`src/rtl/pn_switch_stage_pkg.sv`:
```
// ============================================================================
// Module      : pn_switch_stage_pkg
// Description : Shared widths, time constants and priority-mode encoding for
//               the permutation-network switch stage.
// Revision    : 1.0 - initial release
// ============================================================================
`default_nettype none

package pn_switch_stage_pkg;

  localparam int unsigned WIDTH_TIME = 8;
  localparam int unsigned WIDTH_FLIT = 32;

  // Empty slots (time 0) compete as the youngest possible flit.
  localparam logic [WIDTH_TIME-1:0] MAX_TIME = '1;

  typedef enum logic {
    MODE0 = 1'b0,
    MODE1 = 1'b1
  } mode_e;

  function automatic logic [WIDTH_TIME-1:0] age_of(input logic [WIDTH_TIME-1:0] t);
    return (t == '0) ? MAX_TIME : t;
  endfunction

endpackage

`default_nettype wire

```
`src/rtl/pn_switch_stage_arbiter.sv`:
```
// ============================================================================
// Module      : pn_switch_stage_arbiter
// Description : PN age arbiter. Decides whether a 2x2 stage crosses its flits
//               so the older flit reaches the port favoured by the current mode.
// Revision    : 1.0 - initial release
// ============================================================================
`default_nettype none

module pn_switch_stage_arbiter
  import pn_switch_stage_pkg::*;
(
  input  logic [WIDTH_TIME-1:0] time0,
  input  logic [WIDTH_TIME-1:0] time1,
  input  logic                  mode,
  output logic                  swap
);

  logic [WIDTH_TIME-1:0] age0;
  logic [WIDTH_TIME-1:0] age1;

  assign age0 = age_of(time0);
  assign age1 = age_of(time1);

  // Mode 0 favours output 0, mode 1 favours output 1; ties never cross.
  assign swap = mode ? (age0 < age1) : (age1 < age0);

endmodule

`default_nettype wire

```
`src/rtl/pn_switch_stage.sv`:
```
// ============================================================================
// Module      : pn_switch_stage
// Description : Registered 2x2 permutation-network switch stage with tie-fair
//               priority mode and saturating swap/tie statistics.
// Revision    : 1.0 - initial release
// ============================================================================
`default_nettype none

module pn_switch_stage
  import pn_switch_stage_pkg::*;
#(
  parameter int unsigned FLIT_W    = WIDTH_FLIT,
  parameter int unsigned CNT_W     = 16,
  parameter logic        MODE_INIT = 1'b0
) (
  input  logic              clk,
  input  logic              reset,
  input  logic              en,
  input  logic [FLIT_W-1:0] flit_in0,
  input  logic [FLIT_W-1:0] flit_in1,
  output logic [FLIT_W-1:0] flit_out0,
  output logic [FLIT_W-1:0] flit_out1,
  output logic              swapped,
  output logic              mode_q,
  output logic [CNT_W-1:0]  swap_cnt,
  output logic [CNT_W-1:0]  tie_cnt
);

  localparam logic [CNT_W-1:0] CNT_ONE = CNT_W'(1);

  logic [WIDTH_TIME-1:0] t0;
  logic [WIDTH_TIME-1:0] t1;
  logic                  swap;
  logic                  tie;
  mode_e                 mode_state;
  mode_e                 mode_next;

  assign t0  = flit_in0[FLIT_W-1 -: WIDTH_TIME];
  assign t1  = flit_in1[FLIT_W-1 -: WIDTH_TIME];
  assign tie = (t0 != '0) && (t1 != '0) && (t0 == t1);

  pn_switch_stage_arbiter u_arbiter (
    .time0 (t0),
    .time1 (t1),
    .mode  (mode_q),
    .swap  (swap)
  );

  always_ff @(posedge clk) begin
    if (reset) begin
      mode_state <= mode_e'(MODE_INIT);
    end else begin
      mode_state <= mode_next;
    end
  end

  // Alternating the favoured port on every genuine tie keeps both inputs fair.
  always_comb begin
    mode_next = mode_state;
    if (en && tie) begin
      mode_next = (mode_state == MODE0) ? MODE1 : MODE0;
    end
  end

  assign mode_q = (mode_state == MODE1);

  always_ff @(posedge clk) begin
    if (reset) begin
      flit_out0 <= '0;
      flit_out1 <= '0;
      swapped   <= 1'b0;
    end else if (en) begin
      flit_out0 <= swap ? flit_in1 : flit_in0;
      flit_out1 <= swap ? flit_in0 : flit_in1;
      swapped   <= swap;
    end
  end

  always_ff @(posedge clk) begin
    if (reset) begin
      swap_cnt <= '0;
      tie_cnt  <= '0;
    end else if (en) begin
      if (swap && (swap_cnt != '1)) begin
        swap_cnt <= swap_cnt + CNT_ONE;
      end
      if (tie && (tie_cnt != '1)) begin
        tie_cnt <= tie_cnt + CNT_ONE;
      end
    end
  end

endmodule

`default_nettype wire
```
`config.mk`:
```
export PLATFORM = sky130hd
export DESIGN_NAME = pn_switch_stage
export DESIGN_NICKNAME = d
export VERILOG_FILES = /design/src/rtl/pn_switch_stage_pkg.sv /design/src/rtl/pn_switch_stage_arbiter.sv /design/src/rtl/pn_switch_stage.sv
export SDC_FILE = /design/constraint.sdc
export NUM_CORES = 1
export LEC_CHECK = 0
export CORE_MARGIN = 2
export CORE_UTILIZATION = 46
export CTS_BUF_LIST = sky130_fd_sc_hd__clkbuf_8 sky130_fd_sc_hd__clkbuf_16
export DETAILED_ROUTE_END_ITERATION = 7
export HOLD_SLACK_MARGIN = 0.06
export PLACE_DENSITY = 0.82
export SYNTH_ARGS = -nofsm -noshare
export SYNTH_HDL_FRONTEND = slang
export SYNTH_SLANG_ARGS = --single-unit
```
`constraint.sdc`:
```
create_clock -name clk -period 4.1 [get_ports clk]
set_input_delay 0.82 -clock clk [delete_from_list [all_inputs] [get_ports clk]]
set_output_delay 0.82 -clock clk [all_outputs]
set_load 0.1 [all_outputs]
```
# Yosys cells after proc, flatten, opt, wreduce, memory -nomap -nowiden
# Index checks and enable logic that the tools add are counted.
# word_totals
register_bits	98
input_bits	67
word_cells	30
# classes
addsub	2
reduce_logical	11
n_mux	6
eq_ne	3
order_cmp	2
# ops
cell	n
$mux 32	2
$add 16x1->16 const B	2
$ne 16x16->1 const B	2
$logic_not 8->1	2
$lt 8x8->1	2
$mux 8	2
$reduce_bool 8->1	2
$eq 8x8->1	1
$logic_and 1x1->1	5
$reduce_and 2->1	2
$mux 1	2

# Longest topological paths before layout
# Gate-level depths: netlist of the first run.
# depth
word_depth	6
mapped_depth	12
ltp_nobuf	10

# Cells and area by module
# From an unflattened synthesis of the first run, not the netlist that was laid out.
# unflattened
hier_cells	550
hier_area_um2	5037.3
# by_module_without_submodules
module	cells_per_inst	instances	area_each_um2
pn_switch_stage	508	1	4722.0
pn_switch_stage_arbiter	42	1	315.3

# Worst setup path after synthesis of the first run
# No wires, ideal clock.
# synth_timing
path_type	input port to flip-flop
start	input flit_in0[29]
end	register swap_cnt[14]
n_path_buf	1
t_arrival_ns	3.587
stages	11
setup_slack_ns	0.442
setup_time_ns	0.071
cell_sequence	or4_1 -> nor2_1 -> nor2_1 -> ha_1 -> nand4_1 -> or3b_1 -> a21o_1 -> o311a_1 -> buf_2 -> or4_1 -> a21oi_1
# synth_between
elab_chain_cells	6
elab_cells_between_ends	7
cone_classes	2 x order compare; 2 x mux; 3 x reduce/logical
# synth_lines
element	line	text
start, declared	pn_switch_stage.sv:19	input logic [FLIT_W-1:0] flit_in0,
$logic_not 8->1	pn_switch_stage_pkg.sv:23	return (t == '0) ? MAX_TIME : t;
$mux 8 (*)	pn_switch_stage_pkg.sv:23	
$lt 8x8->1	pn_switch_stage_arbiter.sv:25	assign swap = mode ? (age0 < age1) : (age1 < age0);
$mux 1 (*)	pn_switch_stage_arbiter.sv:25	
$logic_and 1x1->1 (*)	pn_switch_stage.sv:84	if (swap && (swap_cnt != '1)) begin
$reduce_and 2->1 (no source line) (*)	-	
end signal, assigned	pn_switch_stage.sv:85	swap_cnt <= swap_cnt + CNT_ONE;
end, declared	pn_switch_stage.sv:25	output logic [CNT_W-1:0] swap_cnt,
# Every way passes the cells marked *; elsewhere a longest branch is shown, timed or not.
# A chain may end at the register's enable or synchronous reset.

# Worst setup path in the final report of the first run
# layout_timing
start	input flit_in0[28]
end	register swap_cnt[13]
# The elaborated chain is that of the path after synthesis.

==> results.json, run 1 <==
{
  "synth_simple_gate_area_share_pct": 19.1,
  "place_congestion": 0.871,
  "whs_path_depth": 2,
  "num-nets-final": 780,
  "root_buffer": "clkbuf_8",
  "synth-compound-area-share_pct": 17.4,
  "r2r_start": "swap_cnt[0]$_SDFFE_PP0P_",
  "critPathTopFamily": "simple AND/OR/NAND/NOR gates",
  "ant_nets": 0,
  "fin_hold_ws_ns": 0.487,
  "drv_slew": 0,
  "post-route-drc-count": 0,
  "num_io_pins": 165,
  "layout-drive-gt1-share_pct": 6.65,
  "drt-initial-drc-count": 225,
  "dieArea_um2": 11300,
  "synth-edff-count": 0,
  "crit_buf_inv": 3,
  "hold_violations": 0,
  "rsz0062_at_grt": "no",
  "numCtsBuffers": 9,
  "chipHeight_um": 106,
  "wl_per_cell_um": 15.5,
  "arrival_ns": 4.11,
  "ys_top_cells_by_area": "dfxtp_1 41%, mux2i_1 14%, a211oi_1 10%",
  "yosys_warnings": 0,
  "setup_viol": 0,
  "vias": 4679,
  "syn-instance-count": 541,
  "async_reset_ff_share_pct": 0,
  "fin_tns_setup_ns": 0,
  "syn_nets": 618,
  "max-cap-violations": 0,
  "worstPathCellList": "clkdlybuf4s50_1 -> or4_1 -> nor2_1 -> buf_4 -> nor2_1 -> ha_1 -> nand4_1 -> or3b_1 -> a21o_1 -> o311a_4 -> buf_4 -> or3_1 -> a21oi_1",
  "cp_max_fo": 25,
  "yosysMostFrequentCell": "dfxtp_1",
  "portBuffers": 164,
  "stdcell_count": 843,
  "antenna_found_initial": 0,
  "synth_top_family_by_area": "simple AND/OR/NAND/NOR gates",
  "worstSetupPathType": "input port to flip-flop",
  "period_share_pct": 93.6,
  "multi_input_area_um2": 2690,
  "ys_seq_elements": 98,
  "placed_cells": 828,
  "hold_path_class": "flip-flop to flip-flop",
  "synth-xor-area-share_pct": 2.91,
  "start_kind": "input port",
  "netlist_top_cells_count": "98 x dfxtp_1, 87 x nor2_1, 65 x a211oi_1, 65 x mux2i_1, 29 x clkbuf_1",
  "seqCellArea_um2": 1960,
  "final_util_pct": 67.3,
  "areaGrowthSynthToFinish_pct": 43.0,
  "firstDrtPassIters": 4,
  "core_um2": 10200,
  "crit_slowest_cell": "or4_1",
  "synthMuxAreaShare_pct": 13.5,
  "reg2reg_to": "swap_cnt[13]$_SDFFE_PP0P_",
  "dp_hpwl_um": 9680,
  "htreeDepth": 3,
  "worst_pin_slew_ns": 1.03,
  "ys_seq_area_share_pct": 40.7,
  "fill_cells": 848,
  "synth_cell_types": 39,
  "final.min_clock_period_ns": 3.84,
  "clk_pin_slew_ns": 0.09,
  "grt_pass1_vias": 4483,
  "grt_first_pass_wirelength_um": 21600,
  "die_w_um": 106,
  "avgSynthCellArea_um2": 8.90,
  "synth_top_area_share_pct": 40.7,
  "start_util_pct": 47.1,
  "wirelength_um": 13100,
  "yosysTopAreaCell": "dfxtp_1",
  "ff2ff_path_depth": 7,
  "clockBufferDepth": 2,
  "cts.hold.buffers_added": 0,
  "post_drt_via_cell_ratio": 5.55,
  "leakage_nw": 2.52,
  "synthFlopType": "dfxtp_1",
  "peakVddDrop_mv": 0.238,
  "overflow": 0,
  "cts_num_sinks": 98,
  "cpPeakStageDelay_ns": 0.54,
  "synthAdderAreaFrac_pct": 2.60,
  "cts_tree": "built",
  "hold-path-endpoint": "flit_out0[8]$_SDFFE_PP0P_",
  "antenna_cells": 0,
  "synth_area_um2": 4820,
  "cts_setup_buffers": 0,
  "rows": 37,
  "worstPathRequired_ns": 4.37,
  "clock_latency_ns": 0.35,
  "grtUsageTotal_pct": 23.4,
  "min_from": "flit_out0[8]$_SDFFE_PP0P_",
  "endpoint_kind": "flip-flop",
  "timing.fmax_mhz": 260,
  "outcome": "finished, final reports clean",
  "grt_max_degree": 73,
  "rrSetupSlack_ns": 1.63,
  "clock_skew_ns": 0.00673,
  "max-slew-margin-rel_pct": 31.0,
  "post_cts_resized": 0,
  "p_per_area_nw_per_um2": 361
}
power breakdown:
part           internal (mW)  total, mW  switching, mW
sequential              1.01       1.04         0.0309
combinational          0.281      0.888          0.607
clock                  0.246      0.561          0.315
total                   1.53       2.49          0.953
placed cells by master (no fill, tap or decap), types with 13 or more instances in the layout:
cell and instances:
a211oi_1 65, a21oi_1 27, buf_4 22, clkdlybuf4s50_1 162, dfxtp_1 98, mux2i_1 65, nand2_1 19, nand3_1 15
nor2_1 87, o21ai_0 13, or4_1 13
worst min-delay path: cells and delay by family, from the launching register on:
kind             cells  cell delay [ns]
AO/OA/AOI/OAI        1             0.05
flip-flops           1             0.32
AND/OR/NAND/NOR      1             0.08
worst max-delay path by stage:
stage	slack (ns)	from	end	depth (start not counted)
finish	0.26	flit_in0[28]	swap_cnt[13]$_SDFFE_PP0P_	13
detailed placement	-0.08	flit_in0[28]	swap_cnt[13]$_SDFFE_PP0P_	13
CTS	0.29	flit_in0[28]	swap_cnt[13]$_SDFFE_PP0P_	13
global placement	0.05	flit_in0[28]	flit_out0[12]$_SDFFE_PP0P_	13
global route	0.05	flit_in0[25]	swap_cnt[3]$_SDFFE_PP0P_	12
floorplan	0.44	flit_in0[29]	swap_cnt[14]$_SDFFE_PP0P_	11
cells by family after synthesis:
family / Yosys count
AO/OA/AOI/OAI: 124
adder cells (fa/ha/maj): 10
flip-flops: 98
AND/OR/NAND/NOR: 184
XOR/XNOR: 16
multiplexers: 65
buffers and inverters: 44
through the flow:
stage | instance area, um2 | total power, mW | setup WS [ns]
after floorplan | 4820 | 1.68 | 0.442
after global placement | 6720 | 1.93 | 0.0541
after detailed placement | 6720 | 1.95 | -0.0818
after CTS | 6890 | 2.50 | 0.292
after global routing | 6890 | 2.59 | 0.0538
final | 6890 | 2.49 | 0.260
metal layers:
layer,vias to the layer above,wire (um),track usage (%)
met2,153,6260,38.5
met3,17,959,6.81
met4,0,144,7.24
met5,-,0,0
li1,2324,-,-
met1,2185,5740,29.6
layout make-up:
cell class	count	area share, %
clock buffers	11	2.20
repair buffers	189	27.2
well taps	136	2.47
inverters	6	0.327
flip-flops and latches	98	28.5
multi-input cells	399	39.0
clock inverters	4	0.291
registers in the layout, indices dropped and copies added, names as in the netlist:
register,count
flit_out0,32
flit_out1,32
swap_cnt,16
tie_cnt,16
mode_q,1
swapped,1
Note: power is estimated with default switching activity, not from simulation.
==> run 2: changes to the inputs <==
- CTS_CLUSTER_SIZE: not set -> 10
==> results of run 2 <==
No change in the layout: final DEF, timing and power equal those of run 1.
